[src/rtl/div_seq_pkg.sv]
// Shared definitions for the iterative divider: FSM encoding, default width
// and the EX-stage ALU control codes that select DIV/DIVU.
package div_seq_pkg;

    localparam int DIV_WIDTH = 32;

    typedef enum logic [1:0] {
        DIV_IDLE = 2'd0,
        DIV_RUN  = 2'd1,
        DIV_DONE = 2'd2
    } divState_t;

    localparam logic [4:0] ALU_DIV  = 5'b01010;
    localparam logic [4:0] ALU_DIVU = 5'b01011;

    // Decode helpers for the EX stage: start and signed_div come from alucontrolE.
    function automatic logic isDivOp(input logic [4:0] aluControl);
        return (aluControl == ALU_DIV) || (aluControl == ALU_DIVU);
    endfunction

    function automatic logic isSignedDiv(input logic [4:0] aluControl);
        return aluControl == ALU_DIV;
    endfunction

endpackage

[src/rtl/div_step.sv]
// One restoring-division iteration: shift the next dividend bit into the
// partial remainder, trial-subtract the divisor, restore on borrow.
module div_step
    import div_seq_pkg::*;
#(
    parameter int WIDTH = DIV_WIDTH
) (
    input  logic [WIDTH-1:0] remIn,
    input  logic [WIDTH-1:0] quoIn,
    input  logic [WIDTH-1:0] divisor,
    output logic [WIDTH-1:0] remOut,
    output logic [WIDTH-1:0] quoOut
);

    logic [WIDTH:0] shifted;
    logic [WIDTH:0] diff;

    always_comb begin
        shifted = {remIn, quoIn[WIDTH-1]};
        diff    = shifted - {1'b0, divisor};
        // A set MSB on the widened difference means the trial subtraction borrowed.
        if (diff[WIDTH]) begin
            remOut = shifted[WIDTH-1:0];
            quoOut = {quoIn[WIDTH-2:0], 1'b0};
        end else begin
            remOut = diff[WIDTH-1:0];
            quoOut = {quoIn[WIDTH-2:0], 1'b1};
        end
    end

endmodule

[src/rtl/div_seq.sv]
// Sequencer for the 32-cycle DIV/DIVU unit in EX: latches magnitudes, runs one
// restoring step per cycle under stall_div, then applies sign fixup into hilo_out.
module div_seq
    import div_seq_pkg::*;
#(
    parameter int WIDTH = DIV_WIDTH
) (
    input  logic               clk,
    input  logic               rst,
    input  logic               start,
    input  logic               signed_div,
    input  logic               cancel,
    input  logic [WIDTH-1:0]   dividend,
    input  logic [WIDTH-1:0]   divisor,
    output logic               stall_div,
    output logic               result_valid,
    output logic [2*WIDTH-1:0] hilo_out,
    output logic               div_by_zero
);

    localparam int COUNT_W = $clog2(WIDTH);

    divState_t          state;
    divState_t          stateNext;
    logic [COUNT_W-1:0] count;
    logic [WIDTH-1:0]   remReg;
    logic [WIDTH-1:0]   quoReg;
    logic [WIDTH-1:0]   divisorReg;
    logic [WIDTH-1:0]   rawDividend;
    logic               negQuo;
    logic               negRem;
    logic               divZero;
    logic [WIDTH-1:0]   stepRem;
    logic [WIDTH-1:0]   stepQuo;
    logic               accept;
    logic               lastStep;

    function automatic logic [WIDTH-1:0] magnitude(input logic [WIDTH-1:0] value,
                                                   input logic isSigned);
        return (isSigned && value[WIDTH-1]) ? -value : value;
    endfunction

    function automatic logic [WIDTH-1:0] applySign(input logic [WIDTH-1:0] value,
                                                   input logic neg);
        return neg ? -value : value;
    endfunction

    div_step #(.WIDTH(WIDTH)) u_step (
        .remIn  (remReg),
        .quoIn  (quoReg),
        .divisor(divisorReg),
        .remOut (stepRem),
        .quoOut (stepQuo)
    );

    always_ff @(posedge clk) begin
        if (rst) begin
            state <= DIV_IDLE;
            count <= '0;
        end else begin
            state <= stateNext;
            if (accept) begin
                count <= '0;
            end else if (state == DIV_RUN && !lastStep) begin
                count <= count + 1'b1;
            end
        end
    end

    always_comb begin
        stateNext    = state;
        stall_div    = 1'b0;
        result_valid = 1'b0;
        div_by_zero  = 1'b0;
        accept       = 1'b0;
        lastStep     = 1'b0;
        case (state)
            DIV_IDLE: begin
                if (start && !cancel) begin
                    accept    = 1'b1;
                    stall_div = 1'b1;
                    stateNext = DIV_RUN;
                end
            end
            DIV_RUN: begin
                stall_div = 1'b1;
                lastStep  = (count == COUNT_W'(WIDTH - 1));
                if (cancel) begin
                    stateNext = DIV_IDLE;
                end else if (lastStep) begin
                    stateNext = DIV_DONE;
                end
            end
            DIV_DONE: begin
                result_valid = !cancel;
                div_by_zero  = !cancel && divZero;
                stateNext    = DIV_IDLE;
            end
            default: stateNext = DIV_IDLE;
        endcase
    end

    // Latch stage: quoReg starts as the dividend magnitude and is shifted out MSB-first.
    always_ff @(posedge clk) begin
        if (accept) begin
            remReg      <= '0;
            quoReg      <= magnitude(dividend, signed_div);
            divisorReg  <= magnitude(divisor, signed_div);
            rawDividend <= dividend;
            negQuo      <= signed_div && (dividend[WIDTH-1] ^ divisor[WIDTH-1]);
            negRem      <= signed_div && dividend[WIDTH-1];
            divZero     <= (divisor == '0);
        end else if (state == DIV_RUN) begin
            remReg <= stepRem;
            quoReg <= stepQuo;
        end
    end

    // Result stage: final step plus sign fixup lands in hilo_out as DONE begins.
    always_ff @(posedge clk) begin
        if (rst) begin
            hilo_out <= '0;
        end else if (state == DIV_RUN && lastStep && !cancel) begin
            if (divZero) begin
                hilo_out <= {rawDividend, {WIDTH{1'b1}}};
            end else begin
                hilo_out <= {applySign(stepRem, negRem), applySign(stepQuo, negQuo)};
            end
        end
    end

endmodule

[config.mk]
export PLATFORM = sky130hd
export DESIGN_NAME = div_seq
export DESIGN_NICKNAME = d
export VERILOG_FILES = /design/src/rtl/div_seq_pkg.sv /design/src/rtl/div_step.sv /design/src/rtl/div_seq.sv
export SDC_FILE = /design/constraint.sdc
export NUM_CORES = 1
export LEC_CHECK = 0
export ABC_AREA = 1
export BUFFER_PORTS_ARGS = -buffer_cell sky130_fd_sc_hd__buf_4
export CAP_MARGIN = 30
export CORE_MARGIN = 5
export CORE_UTILIZATION = 50
export CTS_CLUSTER_DIAMETER = 60
export DETAILED_ROUTE_END_ITERATION = 8
export GPL_TIMING_DRIVEN = 0
export PLACE_DENSITY = 0.76
export SYNTH_ARGS = -nofsm -noshare
export SYNTH_HDL_FRONTEND = slang
export SYNTH_SLANG_ARGS = --single-unit
export TNS_END_PERCENT = 30
[constraint.sdc]
create_clock -name clk -period 45.1 [get_ports clk]
set_clock_uncertainty 0.2 [all_clocks]
set_input_delay 11.275 -clock clk [delete_from_list [all_inputs] [get_ports clk]]
set_output_delay 11.275 -clock clk [all_outputs]
set_load 0.02 [all_outputs]
==> results of run 1 <==
[power by group]
group	internal (mW)	switching (mW)	total, mW
logic	0.0914	0.184	0.275
registers	0.207	0.0103	0.218
clock network	0.109	0.0848	0.193
total	0.408	0.279	0.687
[flip-flops by register name (all words and copies together), names as in the netlist]
signal and flops:
rawDividend 32, quoReg 32, divisorReg 32, count 5, divZero 1, hilo_out 64, remReg 32, negRem 1
state 2, negQuo 1
[kinds of logic (layout without fill, tap and decap cells)]
group                      after synthesis  count (layout)  synth area share [%]
adders and majority gates               39              39                  3.75
buffers and inverters                  316             504                  9.30
DFF                                    202             202                  38.1
xor gates and xnor gates                94              94                  6.24
AOI/OAI and AO/OA                      288             288                  13.0
and+or+nand+nor                        916             916                  29.6
[metrics by stage]
stage | worst slack (ps) | cell area [um^2] | utilization, % | power (mW) | std cells
2_1_floorplan | 15210 | 13200 | - | 0.421 | 1855
3_3_place_gp | 11280 | 14600 | 56.1 | 0.486 | 2325
3_5_place_dp | 20070 | 14700 | 56.5 | 0.491 | 2332
4_1_cts | 20060 | 15500 | 59.6 | 0.685 | 2378
5_1_grt | 19930 | 15500 | 59.6 | 0.732 | 2378
6_report | 20010 | 15500 | 59.6 | 0.687 | 2378
[routing by layer]
layer	track usage, %	up-vias	wire (um)
met1	42.9	5909	19300
li1	-	6411	-
met3	3.34	64	3410
met2	39.2	530	16900
met4	7.48	0	1090
met5	0	-	0
[final cells by class]
| cell class | count | area (um^2) | share of cell area, % |
|---|---|---|---|
| multi-input combinational | 1337 | 6940 | 44.7 |
| sequential | 202 | 5030 | 32.4 |
| timing repair buffer | 142 | 1110 | 7.14 |
| inverter | 261 | 980 | 6.31 |
| clock buffer | 33 | 676 | 4.35 |
| tap | 335 | 419 | 2.70 |
| buffer | 55 | 248 | 1.60 |
| clock inverter | 13 | 119 | 0.766 |
[how the worst max path moves through the flow]
| stage | cells past startpoint | from | to | slack (ps) |
|---|---|---|---|---|
| 3_3_place_gp | 8 | cancel | stall_div | 11280 |
| 4_1_cts | 11 | cancel | stall_div | 20060 |
| 3_5_place_dp | 11 | cancel | stall_div | 20070 |
| 5_1_grt | 11 | cancel | stall_div | 19930 |
| 6_report | 11 | cancel | stall_div | 20010 |
| 2_1_floorplan | 6 | cancel | stall_div | 15210 |
[layout by cell type (no fill, tap or decap), drive strengths merged, types with 2 or more instances in the layout]
cell type	count
xor2	50
o211ai	15
o21bai	8
buf	152
nand4	17
edfxtp	99
a31oi	15
o21ai	106
nor3	40
a21o	5
dfxtp	103
o22ai	32
nor4	10
clkbuf	78
a21oi	89
or2	7
clkinv	8
o31ai	2
o21a	2
inv	265
nand3b	4
nand3	94
nor3b	6
xnor2	44
ha	38
or3	2
nor2	172
nand2	563
o221ai	11
[worst reg2reg max path: cells and delay by family (launching register included)]
family	cells	cell delay, ps
xor+xnor	1	100
flops	1	320
simple gates	16	2190
fa+ha+maj	3	830
buf+inv	5	500
compound gates	4	910
==> run summary, run 1 <==
### Status
- completed — run status

### Synth
- sky130_fd_sc_hd__edfxtp_1 23%, sky130_fd_sc_hd__dfxtp_1 16%, sky130_fd_sc_hd__nand2_1 15% — largest cells by area after synthesis
- 47 — Yosys cell types
- 99 — number of enable-type register cells in the synthesized netlist
- 22.5% — area share of the leading cell type in the synthesized netlist
- sky130_fd_sc_hd__nand2_1 — most frequently used cell type in the post-synthesis netlist
- 0 — Syn. warnings
- 7.12 um^2 — average cell area after synthesis
- 38.1% — portion of the post-synthesis area used by sequential elements
- 0% — Synth async-reset ratio
- 1963 — synthesized net count
- sky130_fd_sc_hd__dfxtp_1 — flip-flop cell with the highest count after synthesis
- 0.0132 mm^2 — area of the mapped netlist
- 202 — number of storage elements in the synthesis netlist
- 533 x sky130_fd_sc_hd__nand2_1, 254 x sky130_fd_sc_hd__inv_1, 159 x sky130_fd_sc_hd__nor2_1, 103 x sky130_fd_sc_hd__dfxtp_1, 99 x sky130_fd_sc_hd__edfxtp_1 — top post-synthesis cells by count
- sky130_fd_sc_hd__edfxtp_1 — most area-hungry cell type in the Yosys netlist
- 1855 — number of standard cells after synthesis

### Detailed routing
- 12.9k — count of vias placed by the detailed router
- 5 — First-pass DRT Iterations
- 17.1 um — routed wirelength normalized by instance count
- 0 — post-route antenna net violation count
- 40700 um — aggregate routed wire length
- 5.43 — Vias/cell
- 0 — drt drc
- 1435 — number of DRC markers after the initial detailed-route iteration

### GRT
- 25 — maximum number of pins on one net before global-route repair
- 64400 um — first-pass GRT wire length
- 27.3% — aggregate global-route resource usage
- 12.0k — vias in the first global route
- 0 — antenna violations before repair
- 0 — total overflow reported by the global router

### Die
- 0.0297 mm^2 — DIE AREA
- 172 um — overall die height
- 50.7% — starting utilization of the core area
- 136 — IO Pins
- 0.0261 mm^2 — placeable core region
- 59 — Rows
- 172 um — die width

### Cells and area
- 17.6% — synth-to-layout area growth
- 2493 — fill cell instance count of the final layout
- 2132 — number of nets at the end of the flow
- 0 — count of antenna diodes in the layout
- 12.7% — layout cell share with drive strength beyond 1

### Min path
- reg2reg — path category of the worst min-delay check
- hilo_out[45]$_SDFFE_PP0P_ — startpoint of the tightest hold check path
- 2 — number of cells on the worst hold path
- hilo_out[45]$_SDFFE_PP0P_ — Hold Crit Endpoint

### Timing
- 55.6% — period utilisation layout
- 39.9 MHz — maximum clock frequency
- 25090 ps — Final Critical Period
- 0 — endpoints failing hold
- 0 — Setup Viol. Count Final
- 0 — max-slew violation total from the final report
- 271 ps — worst hold slack after final layout
- no — unrepaired setup endpoints after global routing
- 1080 ps — Worst Max-Slew Pin Slew
- 27.2% — worst relative slew slack
- 0 ps — setup total negative slack

### Clocking
- 1 — CTS H-tree depth
- 60 ps — Clock transition at path regs
- done — CTS tree
- 3 — CTS max path bufs
- 0 — number of hold buffers added after cts
- 0 — PostCTS Resize Cnt
- 540 ps — clk_lat worst skew
- 0 — setup bufs post-CTS
- sky130_fd_sc_hd__clkbuf_16 — master cell of the clock root buffer
- 25 — clock buffer count from CTS
- 202 — clk sink count

### Placed design
- 135 — port buffer count
- 32800 um — sum of net half-perimeters after detailed placement
- 0.949 — global placement routability congestion

### Setup path
- primary input — Critical Path Start Type
- 39910 ps — register-to-register setup slack
- output pin — critical path capture point type
- buffers and inverters — Top Family by Delay on Critical Path
- sky130_fd_sc_hd__buf_1 — Max stage delay cell, worst path
- 13610 ps — worst endpoint data arrival time
- buf_4 > inv_1 > nand2_1 > nor3_2 > buf_6 > buf_6 > buf_6 > clkinv_1 > nand2_1 > buf_1 > buf_4 — Cell Chain, Critical Path
- hilo_out[28]$_SDFFE_PP0P_ — Worst R2R End
- 13 — maximum net fanout on the critical path
- in2out — class of the most critical setup path
- 33620 ps — worst endpoint required time
- 8 — combined buffer and inverter count along the critical path
- 29 — worst reg-to-reg path cell count
- quoReg[31]$_DFFE_PN_ — reg-to-reg startpoint
- 400 ps — slowest cell delay on critical path
- sky130_fd_sc_hd__buf_6 — most frequent CP cell

### Run
- 0 — MaxCap Viol Count

### Power
- 7.34 nW — total leakage power
- 44.2 mW/mm^2 — Power per Cell Area
- 29.7 uV — maximum vdd drop

Power figures use the tool's default switching activity.
==> run 2: changes to the inputs <==
--- a/config.mk
+++ b/config.mk
@@ -13,7 +13,7 @@
 export CTS_CLUSTER_DIAMETER = 60
 export DETAILED_ROUTE_END_ITERATION = 8
 export GPL_TIMING_DRIVEN = 0
-export PLACE_DENSITY = 0.76
+export PLACE_DENSITY = 0.79
 export SYNTH_ARGS = -nofsm -noshare
 export SYNTH_HDL_FRONTEND = slang
 export SYNTH_SLANG_ARGS = --single-unit
==> constraint.sdc (replaced) <==
create_clock -name clk -period 21.2 [get_ports clk]
set_clock_uncertainty 0.2 [all_clocks]
set_input_delay 5.3 -clock clk [delete_from_list [all_inputs] [get_ports clk]]
set_output_delay 5.3 -clock clk [all_outputs]
set_load 0.02 [all_outputs]
==> run summary, run 2 (synthesis results as in run 1) <==
### Die
- 0.0261 mm^2 — placeable core region, unchanged
- 0.0297 mm^2 — DIE AREA, unchanged
- 50.7% — starting utilization of the core area, unchanged
- 136 — IO Pins, unchanged
- 172 um — overall die height, unchanged
- 172 um — die width, unchanged
- 59 — Rows, unchanged

### Status
- completed — run status, unchanged

### Power
- 0.579 mW — NetSw, was 0.279 mW
- 7.32 nW — total leakage power, was 7.34 nW
- 65.5 uV — maximum vdd drop, was 29.7 uV
- 0.871 mW — cell internal pwr, was 0.408 mW
- 27.7% — Clock Power Share, was 28.2%
- 32.0% — part of the power in registers, was 31.7%
- 93.6 mW/mm^2 — Power per Cell Area, was 44.2 mW/mm^2
- 39.9% — switching part of the total power, was 40.6%
- 40.3% — Comb power frac, was 40.1%

### Cells and area
- 0 — count of antenna diodes in the layout, unchanged
- 12.6% — layout cell share with drive strength beyond 1, was 12.7%
- 533 x sky130_fd_sc_hd__nand2_1, 254 x sky130_fd_sc_hd__inv_1, 159 x sky130_fd_sc_hd__nor2_1 — commonest non-fill, non-tap cells in the layout, unchanged
- 59.4% — post-layout util, was 59.6%
- 2130 — number of nets at the end of the flow, was 2132
- 64 — Largest register FFs, unchanged
- sky130_fd_sc_hd__nand2_1 — most frequent standard cell in the layout excluding fill and tap cells, unchanged
- hilo_out — Biggest register, unchanged
- 17.4% — synth-to-layout area growth, was 17.6%

### Setup path
- 500 ps — slowest cell delay on critical path, was 400 ps
- 15700 ps — worst endpoint required time, was 33620 ps
- sky130_fd_sc_hd__nor3_2 — Max stage delay cell, worst path, was sky130_fd_sc_hd__buf_1
- 7730 ps — worst endpoint data arrival time, was 13610 ps
- primary input — Critical Path Start Type, unchanged
- 7 — combined buffer and inverter count along the critical path, was 8
- buffers and inverters — Top Family by Delay on Critical Path, unchanged
- in2out — class of the most critical setup path, unchanged
- 15960 ps — register-to-register setup slack, was 39910 ps
- 13 — maximum net fanout on the critical path, unchanged
- output pin — critical path capture point type, unchanged
- buf_4 > inv_1 > nand2_1 > nor3_2 > buf_6 > buf_6 > clkinv_1 > nand2_1 > buf_1 > buf_4 — Cell Chain, Critical Path, was buf_4 > inv_1 > nand2_1 > nor3_2 > buf_6 > buf_6 > buf_6 > clkinv_1 > nand2_1 > buf_1 > buf_4

### Clocking
- 0 — setup bufs post-CTS, unchanged
- 60 ps — Clock transition at path regs, about the same
- 23 — clock buffer count from CTS, was 25
- 3 — CTS max path bufs, unchanged
- done — CTS tree, unchanged
- 1 — CTS H-tree depth, unchanged
- sky130_fd_sc_hd__clkbuf_16 — master cell of the clock root buffer, unchanged
- 0 — PostCTS Resize Cnt, unchanged
- 0 — number of hold buffers added after cts, unchanged
- 540 ps — clk_lat worst skew, about the same
- 202 — clk sink count, unchanged

### GRT
- 0 — antenna violations before repair, unchanged
- 64000 um — first-pass GRT wire length, was 64400 um
- 12.5k — vias in the first global route, was 12.0k
- 24 — maximum number of pins on one net before global-route repair, was 25
- 0 — total overflow reported by the global router, unchanged
- 26.9% — aggregate global-route resource usage, was 27.3%

### Timing
- 983 ps — Worst Max-Slew Pin Slew, was 1080 ps
- 7970 ps — final worst setup slack, was 20010 ps
- 62.4% — period utilisation layout
- 75.6 MHz — maximum clock frequency
- no — unrepaired setup endpoints after global routing, unchanged
- 0 — endpoints failing hold, unchanged
- 34.0% — worst relative slew slack, was 27.2%
- 0 — max-slew violation total from the final report, unchanged
- 270 ps — worst hold slack after final layout, was 271 ps
- 13230 ps — Final Critical Period
- 0 — Setup Viol. Count Final, unchanged

### Run
- 0 — MaxCap Viol Count, unchanged

### Min path
- reg2reg — path category of the worst min-delay check, unchanged

### Detailed routing
- 5.49 — Vias/cell, was 5.43
- 6 — First-pass DRT Iterations, was 5
- 40500 um — aggregate routed wire length, was 40700 um
- 0 — drt drc, unchanged
- 17.1 um — routed wirelength normalized by instance count, about the same
- 1481 — number of DRC markers after the initial detailed-route iteration, was 1435
- 13.0k — count of vias placed by the detailed router, was 12.9k
- 0 — post-route antenna net violation count, unchanged

### Placed design
- 0.977 — global placement routability congestion, was 0.949
- 32400 um — sum of net half-perimeters after detailed placement, was 32800 um
- 135 — port buffer count, unchanged
- 8040 ps — Worst Setup Slack post-DPL, was 20070 ps

## run 2: cell types whose count changed in the layout (fill, tap and decap cells not counted), sizes merged
cell      previous run  this run
clkbuf              78        79
bufinv               0         1
inv                265       261
clkinvlp             1         0
clkinv               8         7
## run 2: power by group through the flow
stage          clock, mW  combinational [mW]  sequential, mW
2_1_floorplan          0               0.434           0.462
3_3_place_gp           0               0.556           0.472
3_5_place_dp           0               0.569           0.472
4_1_cts            0.404               0.574           0.464
5_1_grt            0.423               0.652           0.466
6_report           0.401               0.585           0.464
## run 2: per-stage QoR
step / instances / total power [mW] / cell area, um^2 / setup TNS [ps]
floorplan: 1855 / 0.896 / 13200 / 0
global placement: 2325 / 1.03 / 14600 / -294
detailed placement: 2332 / 1.04 / 14700 / 0
CTS: 2374 / 1.44 / 15500 / 0
global route: 2374 / 1.54 / 15500 / 0
finish: 2374 / 1.45 / 15500 / 0
## run 2: layer usage
metal | routed length, um | track usage (%)
met2 | 17700 | 41.6
met5 | 0 | 0
met4 | 1220 | 7.69
met1 | 18000 | 39.0
met3 | 3550 | 4.48
## run 2: area by class of cell
class / instances / area [um^2]
Clock buffer: 34 / 677
Buffer: 55 / 248
Tap cell: 335 / 419
Clock inverter: 8 / 82.6
Fill cell: 2387 / 10600
Sequential cell: 202 / 5030
Multi-Input combinational cell: 1337 / 6940
Inverter: 261 / 980
Timing Repair Buffer: 142 / 1110
## run 2: worst paths after layout
| path | endpoint | startpoint | cells past startpoint |
|---|---|---|---|
| setup / recovery | stall_div | cancel | 10 |
| hold / removal | count[4]$_SDFFE_PP0P_ | count[4]$_SDFFE_PP0P_ | 2 |
| setup reg to reg | hilo_out[28]$_SDFFE_PP0P_ | quoReg[31]$_DFFE_PN_ | 29 |
| hold reg to reg | count[4]$_SDFFE_PP0P_ | count[4]$_SDFFE_PP0P_ | 2 |
## run 2: tightest hold or removal path, cell delays in order, from the launching register on
cell,delay (ps)
sky130_fd_sc_hd__dfxtp_1,310
sky130_fd_sc_hd__nand2_1,60
sky130_fd_sc_hd__a21oi_1,50
